**config.mk**
```make
export PLATFORM = sky130hd
export DESIGN_NAME = layer_stage_array
export DESIGN_NICKNAME = d
export VERILOG_FILES = /design/src/rtl/layer_stage_array.sv
export SDC_FILE = /design/constraint.sdc
export NUM_CORES = 2
export LEC_CHECK = 0
export ABC_CLOCK_PERIOD_IN_PS = 9440
export BUFFER_PORTS_ARGS = -buffer_cell sky130_fd_sc_hd__clkbuf_2
export CAP_MARGIN = 20
export CORE_UTILIZATION = 40
export CTS_CLUSTER_DIAMETER = 100
export DETAILED_ROUTE_END_ITERATION = 16
export PLACE_DENSITY_LB_ADDON = 0.2
export SYNTH_ARGS = -nofsm -noshare
export SYNTH_HDL_FRONTEND = slang
export SYNTH_SLANG_ARGS = --single-unit
```
**constraint.sdc**
```tcl
create_clock -name clock -period 9.44 [get_ports clock]
set_clock_uncertainty 0.1 [all_clocks]
set_input_delay 0.472 -clock clock [delete_from_list [all_inputs] [get_ports clock]]
set_output_delay 0.472 -clock clock [all_outputs]
set_load 0.02 [all_outputs]
```
**src/rtl/layer_stage_array.sv**
```systemverilog
// Per-channel z vector buffers feeding one shared MAC; one saturated, rescaled dot product per channel.
// Optional build macro LAYER_STAGE_RELU_EN: negative results are written as 0.
module layer_stage_array #(
  parameter int DATA_W     = 16,
  parameter int FRAC_BITS  = 8,
  parameter int NUM_CH     = 4,
  parameter int DEPTH      = 16,
  parameter int OUT_ADDR_W = 3
) (
  input  logic                       clock,
  input  logic                       clear,
  input  logic                       en,
  input  logic [NUM_CH*DATA_W-1:0]   z_element,
  input  logic [NUM_CH-1:0]          z_element_ready,
  output logic                       m_element_requested,
  input  logic                       m_element_ready,
  input  logic signed [DATA_W-1:0]   m_element,
  output logic signed [DATA_W-1:0]   output_ram_data,
  output logic [OUT_ADDR_W-1:0]      output_ram_address,
  output logic                       output_ram_write,
  output logic                       output_ram_enable,
  output logic                       busy,
  output logic                       overflow,
  output logic                       finished
);

  localparam int IDX_W = $clog2(DEPTH);
  localparam int PTR_W = IDX_W + 1;
  localparam int CH_W  = (NUM_CH > 1) ? $clog2(NUM_CH) : 1;
  localparam int ACC_W = 2*DATA_W + IDX_W;

  typedef enum logic [2:0] {S_FILL, S_FETCH, S_MAC, S_WRITE, S_DONE} state_t;

  state_t                     r_state;
  state_t                     w_state_nxt;
  logic [PTR_W-1:0]           r_ptr [NUM_CH];
  logic signed [DATA_W-1:0]   r_cache [NUM_CH][DEPTH];
  logic [NUM_CH-1:0]          w_full;
  logic [NUM_CH-1:0]          w_wr;
  logic [CH_W-1:0]            r_ch;
  logic [IDX_W-1:0]           r_idx;
  logic signed [ACC_W-1:0]    r_acc;
  logic signed [DATA_W-1:0]   r_z_p0;
  logic signed [2*DATA_W-1:0] w_prod;
  logic signed [DATA_W-1:0]   w_result;
  logic                       r_overflow;
  logic                       w_consume;

  function automatic logic signed [DATA_W-1:0] sat_shift(input logic signed [ACC_W-1:0] a);
    logic signed [ACC_W-1:0] s;
    s = a >>> FRAC_BITS;
    if (s[ACC_W-1:DATA_W-1] == {(ACC_W-DATA_W+1){s[ACC_W-1]}})
      return s[DATA_W-1:0];
    else if (s[ACC_W-1])
      return {1'b1, {(DATA_W-1){1'b0}}};
    else
      return {1'b0, {(DATA_W-1){1'b1}}};
  endfunction

  function automatic logic signed [DATA_W-1:0] relu(input logic signed [DATA_W-1:0] v);
`ifdef LAYER_STAGE_RELU_EN
    return v[DATA_W-1] ? '0 : v;
`else
    return v;
`endif
  endfunction

  always_comb begin
    w_full = '0;
    w_wr   = '0;
    for (int c = 0; c < NUM_CH; c++) begin
      w_full[c] = (r_ptr[c] == PTR_W'(DEPTH));
      w_wr[c]   = (r_state == S_FILL) && z_element_ready[c] && !w_full[c];
    end
  end

  // Fill stage: independent write pointer per channel
  always_ff @(posedge clock) begin
    if (clear) begin
      for (int c = 0; c < NUM_CH; c++) r_ptr[c] <= '0;
    end else begin
      for (int c = 0; c < NUM_CH; c++)
        if (w_wr[c]) r_ptr[c] <= r_ptr[c] + PTR_W'(1);
    end
  end

  always_ff @(posedge clock) begin
    for (int c = 0; c < NUM_CH; c++)
      if (w_wr[c]) r_cache[c][r_ptr[c][IDX_W-1:0]] <= z_element[c*DATA_W +: DATA_W];
  end

  always_ff @(posedge clock) begin
    if (clear)
      r_overflow <= 1'b0;
    else if ((r_state == S_FILL) && |(z_element_ready & w_full))
      r_overflow <= 1'b1;
  end

  always_ff @(posedge clock) begin
    if (clear) r_state <= S_FILL;
    else       r_state <= w_state_nxt;
  end

  assign w_consume = (r_state == S_MAC) && en && m_element_ready;

  always_comb begin
    w_state_nxt = r_state;
    case (r_state)
      S_FILL:  if (&w_full) w_state_nxt = S_FETCH;
      S_FETCH: if (en) w_state_nxt = S_MAC;
      S_MAC:   if (w_consume)
                 w_state_nxt = (r_idx == IDX_W'(DEPTH-1)) ? S_WRITE : S_FETCH;
      S_WRITE: if (en)
                 w_state_nxt = (r_ch == CH_W'(NUM_CH-1)) ? S_DONE : S_FETCH;
      default: w_state_nxt = r_state;
    endcase
  end

  // Stage p0: one-cycle cache read issued in FETCH
  always_ff @(posedge clock) begin
    if ((r_state == S_FETCH) && en) r_z_p0 <= r_cache[r_ch][r_idx];
  end

  assign w_prod = (2*DATA_W)'(r_z_p0) * (2*DATA_W)'(m_element);

  // MAC / write-back: everything frozen while en is low
  always_ff @(posedge clock) begin
    if (clear) begin
      r_ch  <= '0;
      r_idx <= '0;
      r_acc <= '0;
    end else if (w_consume) begin
      r_acc <= r_acc + ACC_W'(w_prod);
      if (r_idx != IDX_W'(DEPTH-1)) r_idx <= r_idx + IDX_W'(1);
    end else if ((r_state == S_WRITE) && en) begin
      r_acc <= '0;
      r_idx <= '0;
      if (r_ch != CH_W'(NUM_CH-1)) r_ch <= r_ch + CH_W'(1);
    end
  end

  assign w_result = relu(sat_shift(r_acc));

  always_comb begin
    m_element_requested = 1'b0;
    output_ram_write    = 1'b0;
    output_ram_enable   = 1'b0;
    output_ram_data     = '0;
    output_ram_address  = '0;
    busy                = 1'b0;
    finished            = 1'b0;
    overflow            = r_overflow;
    case (r_state)
      S_FETCH: busy = 1'b1;
      S_MAC: begin
        busy                = 1'b1;
        m_element_requested = en;
      end
      S_WRITE: begin
        busy = 1'b1;
        if (en) begin
          output_ram_write   = 1'b1;
          output_ram_enable  = 1'b1;
          output_ram_data    = w_result;
          output_ram_address = OUT_ADDR_W'(r_ch);
        end
      end
      S_DONE:  finished = 1'b1;
      default: ;
    endcase
  end

endmodule

```
==> run_results.csv <==
group,metric,value,unit
yosys,synth_adder_area_share,14.4,%
floorplanning,core-area,0.135,mm²
min_path,min_from,"z_element[52]",
sta,finalCriticalPeriod,6.94,ns
worst_setup_path,reg2regPathDepth,21,
worst_setup_path,worstPathRequired,9.94,ns
route,dr_wl_met2,80200,µm
yosys,synth_top_family_by_area,"adder cells",
min_path,hold_class,"input port to flip-flop",
sta,slew_viol_final,0,
place,gp_congestion,0.840,
worst_setup_path,critical_path_class,"flip-flop to flip-flop",
route,firstDrtPassIters,5,
yosys,synth_area,0.0545,mm²
cts,cts.clk_slew.worst_paths,0.06,ns
worst_setup_path,crit_arrival,7.44,ns
route,drc,0,
yosys,avgSynthCellArea,17.1,µm²
place,place_ws,2.47,ns
yosys,ys_ff_latch,1108,
sta,setup_tns,0,ns
worst_setup_path,worstPathCellList,"nand2_1 > fa_1 > fa_1 > fa_1 > fa_1 > inv_1 > fa_1 > inv_1 > fa_1 > inv_1 > ha_1 > nand3_1 > nor4_1 > a211oi_2 > o21ai_2 > a32oi_2 > o311a_4 > o21bai_4 > a311oi_2 > xnor2_1 > a22o_1",
pwr,vdd_ir_drop_max,0.241,mV
cts,h-tree-depth,3,
yosys,synth-main-ff-cell,"edfxtp_1",
global_routing,grtUsageTotal,24.9,%
floorplanning,die-area,0.138,mm²
sta,max_freq,0.144,GHz
layout,area_delta_synth_final,12.5,%
outcome,status,"complete, no violations",
yosys,synthArstFlopShare,0,%
floorplanning,initial_utilization,40.3,%
yosys,postSynthCellCount,3181,
floorplanning,die_y,371,µm
yosys,synth.distinct_cells,59,
cts,cts_hold_buf,0,
yosys,synth-edff-count,1060,
global_routing,grt_first_pass_wirelength,237000,µm
place,dp_hpwl,102000,µm
cts,numCtsBuffers,114,
worst_setup_path,cpMostUsedCell,"fa_1",
layout,post-route-util,45.3,%
global_routing,grt_overflow_total,0,
route,ant_nets,0,
yosys,ys_warn_count,0,
cts,numClockSinks,1108,
route,dr_wl_met3,14900,µm
route,routedWlPerCell,32.1,µm
route,drt-initial-drc-count,3097,
worst_setup_path,r2r-end,"r_acc[34]",
sta,finalHoldViolCount,0,
route,top_layer,"met5",
floorplanning,fp.dieW,371,µm
sta,finalCritPeriodShare,73.5,%
worst_setup_path,critPathCaptureType,"flip-flop",
floorplanning,num_rows,135,
cts,clk-insertion-delay-late,0.76,ns
min_path,holdPathEnd,"r_cache[3][4]",
global_routing,grt_pass1_vias,30900,
yosys,synth_xor_area_share,0.788,%
route,vias_per_cell,5.65,
route,wl_met1,66500,µm
worst_setup_path,crit_fanout,16,
worst_setup_path,timing.rr.start,"r_z_p0[10]",
sta,fin_ws,2.50,ns
floorplanning,pin_count,113,
cts,cts_root_buf,"clkbuf_16",
yosys,ys_seq_area_share,60.2,%
yosys,syn_nets,3708,
pwr,p_leak,21.5,nW
worst_setup_path,critical-path-max-stage-delay,0.75,ns
global_routing,grt_max_degree,95,
layout,fillers,11700,
cts,cts_resized,0,
global_routing,antenna_found_initial,20,
cts,clockBufferDepth,3,
yosys,synth_compound_area_share,2.29,%
yosys,synth-simple-area-share,4.52,%
place,port_buffers,111,
cts,cts_setup_buffers,0,
cts,cts_tree,"done",
sta,setup_viol,0,
flow_run,drv_cap,0,
sta,worst_pin_slew,1.09,ns
layout,drive_gt1_share,22.3,%
min_path,whs_path_depth,1,
sta,slew_headroom,26.8,%
pwr,p_per_area,227,mW/mm²
worst_setup_path,slowest_stage,"edfxtp_1",
yosys,synth.area.mux_share,13.9,%
route,wirelength,168000,µm
layout,final_nets,3878,
worst_setup_path,r2r_slack,2.50,ns
sta,rsz0062_at_grt,"no",
route,vias,29500,
worst_setup_path,critPathLaunchType,"flip-flop",
sta,fin_hold_ws,0.123,ns
stage by stage:
step / total power (W) / instance area, µm² / std cells
final: 0.0139 / 61300 / 5226
after detailed placement: 0.00980 / 57900 / 5015
after CTS: 0.0140 / 61300 / 5219
after global routing: 0.0147 / 61300 / 5221
after global placement: 0.00980 / 57800 / 5013
after floorplan: 0.00878 / 54500 / 3181
registers in the layout, indices dropped and copies added (netlist names), named ones only:
name      flops
r_idx         4
overflow      1
r_cache    1024
r_state       3
r_z_p0       16
r_ch          2
r_ptr        20
r_acc        36
placed cells by master (no fill, tap or decap), types with 14 or more instances in the layout:
cell,synthesis,layout
a22oi_1,20,20
o21ai_0,16,16
clkbuf_1,110,32
nand2_1,160,160
nor2_1,119,77
fa_1,314,314
clkinv_2,0,17
and2_1,133,129
inv_1,410,410
mux4_2,336,336
a21o_1,17,17
nor2_4,0,41
o221ai_1,14,14
xor2_1,18,18
clkbuf_2,0,111
buf_4,2,82
dfxtp_1,48,42
nor3_2,0,16
clkbuf_16,0,115
nand3_1,26,26
a21oi_1,50,50
xnor2_1,31,31
ha_1,125,125
edfxtp_1,1060,1060
clkinv_1,0,25
nor3_1,34,18
per-layer routing:
layer  vias up  track usage, %
met4        22            8.41
met3       310            5.40
li1      12100               -
met5         -               0
met1     15800            33.4
met2      1305            40.2
where the power goes:
part	total (W)	switching [W]	leakage [nW]	internal [W]
clock	0.00424	0.00194	1.67	0.00230
combinational	0.00415	0.00242	9.85	0.00173
sequential	0.00551	0.0000331	10.0	0.00548
logic make-up after synthesis:
kind of cell	count (synthesis)
AOI/OAI and AO/OA	175
xor gates and xnor gates	49
adders and majority gates	439
buffers and inverters	555
DFF	1108
muxes	338
other	1
and+or+nand+nor	516
area by class of cell:
type	instances	area [µm²]	share of cell area, %
tap	1781	2230	3.63
clock buffer	147	3000	4.89
antenna	6	15.0	0.0245
multi-input combinational	1518	20000	32.6
timing repair buffer	199	1280	2.09
clock inverter	57	454	0.741
sequential	1108	32800	53.5
inverter	410	1540	2.51
worst max-delay path: cells and delay by family, from the launching register on:
kind	cells	cell delay [ns]
compound gates	7	1.69
xor+xnor	1	0.14
fa+ha+maj	7	3.45
buf+inv	3	0.14
flops	1	0.75
simple gates	3	0.55
worst max-delay path by stage:
stage / end / slack [ns] / from / cells past startpoint
floorplan: r_acc[30] / 3.15 / m_element[7] / 24
global placement: r_acc[34] / 2.55 / r_z_p0[10] / 21
global route: r_acc[34] / 2.16 / r_z_p0[10] / 21
detailed placement: r_acc[34] / 2.47 / m_element[4] / 23
finish: r_acc[34] / 2.50 / r_z_p0[10] / 21
CTS: r_acc[34] / 2.49 / r_z_p0[10] / 21
Yosys cell counts (all sizes together) (3+ instances only):
library cell / instances / area share, %
edfxtp: 1060 / 58
inv: 410 / 2.8
mux4: 336 / 14
fa: 314 / 12
nand2: 160 / 1.1
and2: 133 / 1.5
ha: 125 / 2.9
nor2: 119 / 0.82
clkbuf: 110 / 0.76
a21oi: 50 / 0.46
dfxtp: 48 / 1.8
buf: 35 / 0.31
nor3: 34 / 0.31
xnor2: 31 / 0.50
nand3: 26 / 0.24
a22oi: 20 / 0.28
xor2: 18 / 0.29
a21o: 17 / 0.23
o21ai: 17 / 0.16
o221ai: 14 / 0.23
a22o: 12 / 0.19
nand2b: 12 / 0.14
o21bai: 10 / 0.16
nor4: 9 / 0.10
and3: 8 / 0.092
a211oi: 6 / 0.092
o21a: 6 / 0.083
nand4: 5 / 0.057
nor2b: 3 / 0.034
o22ai: 3 / 0.034
Power figures use the tool's default switching activity.
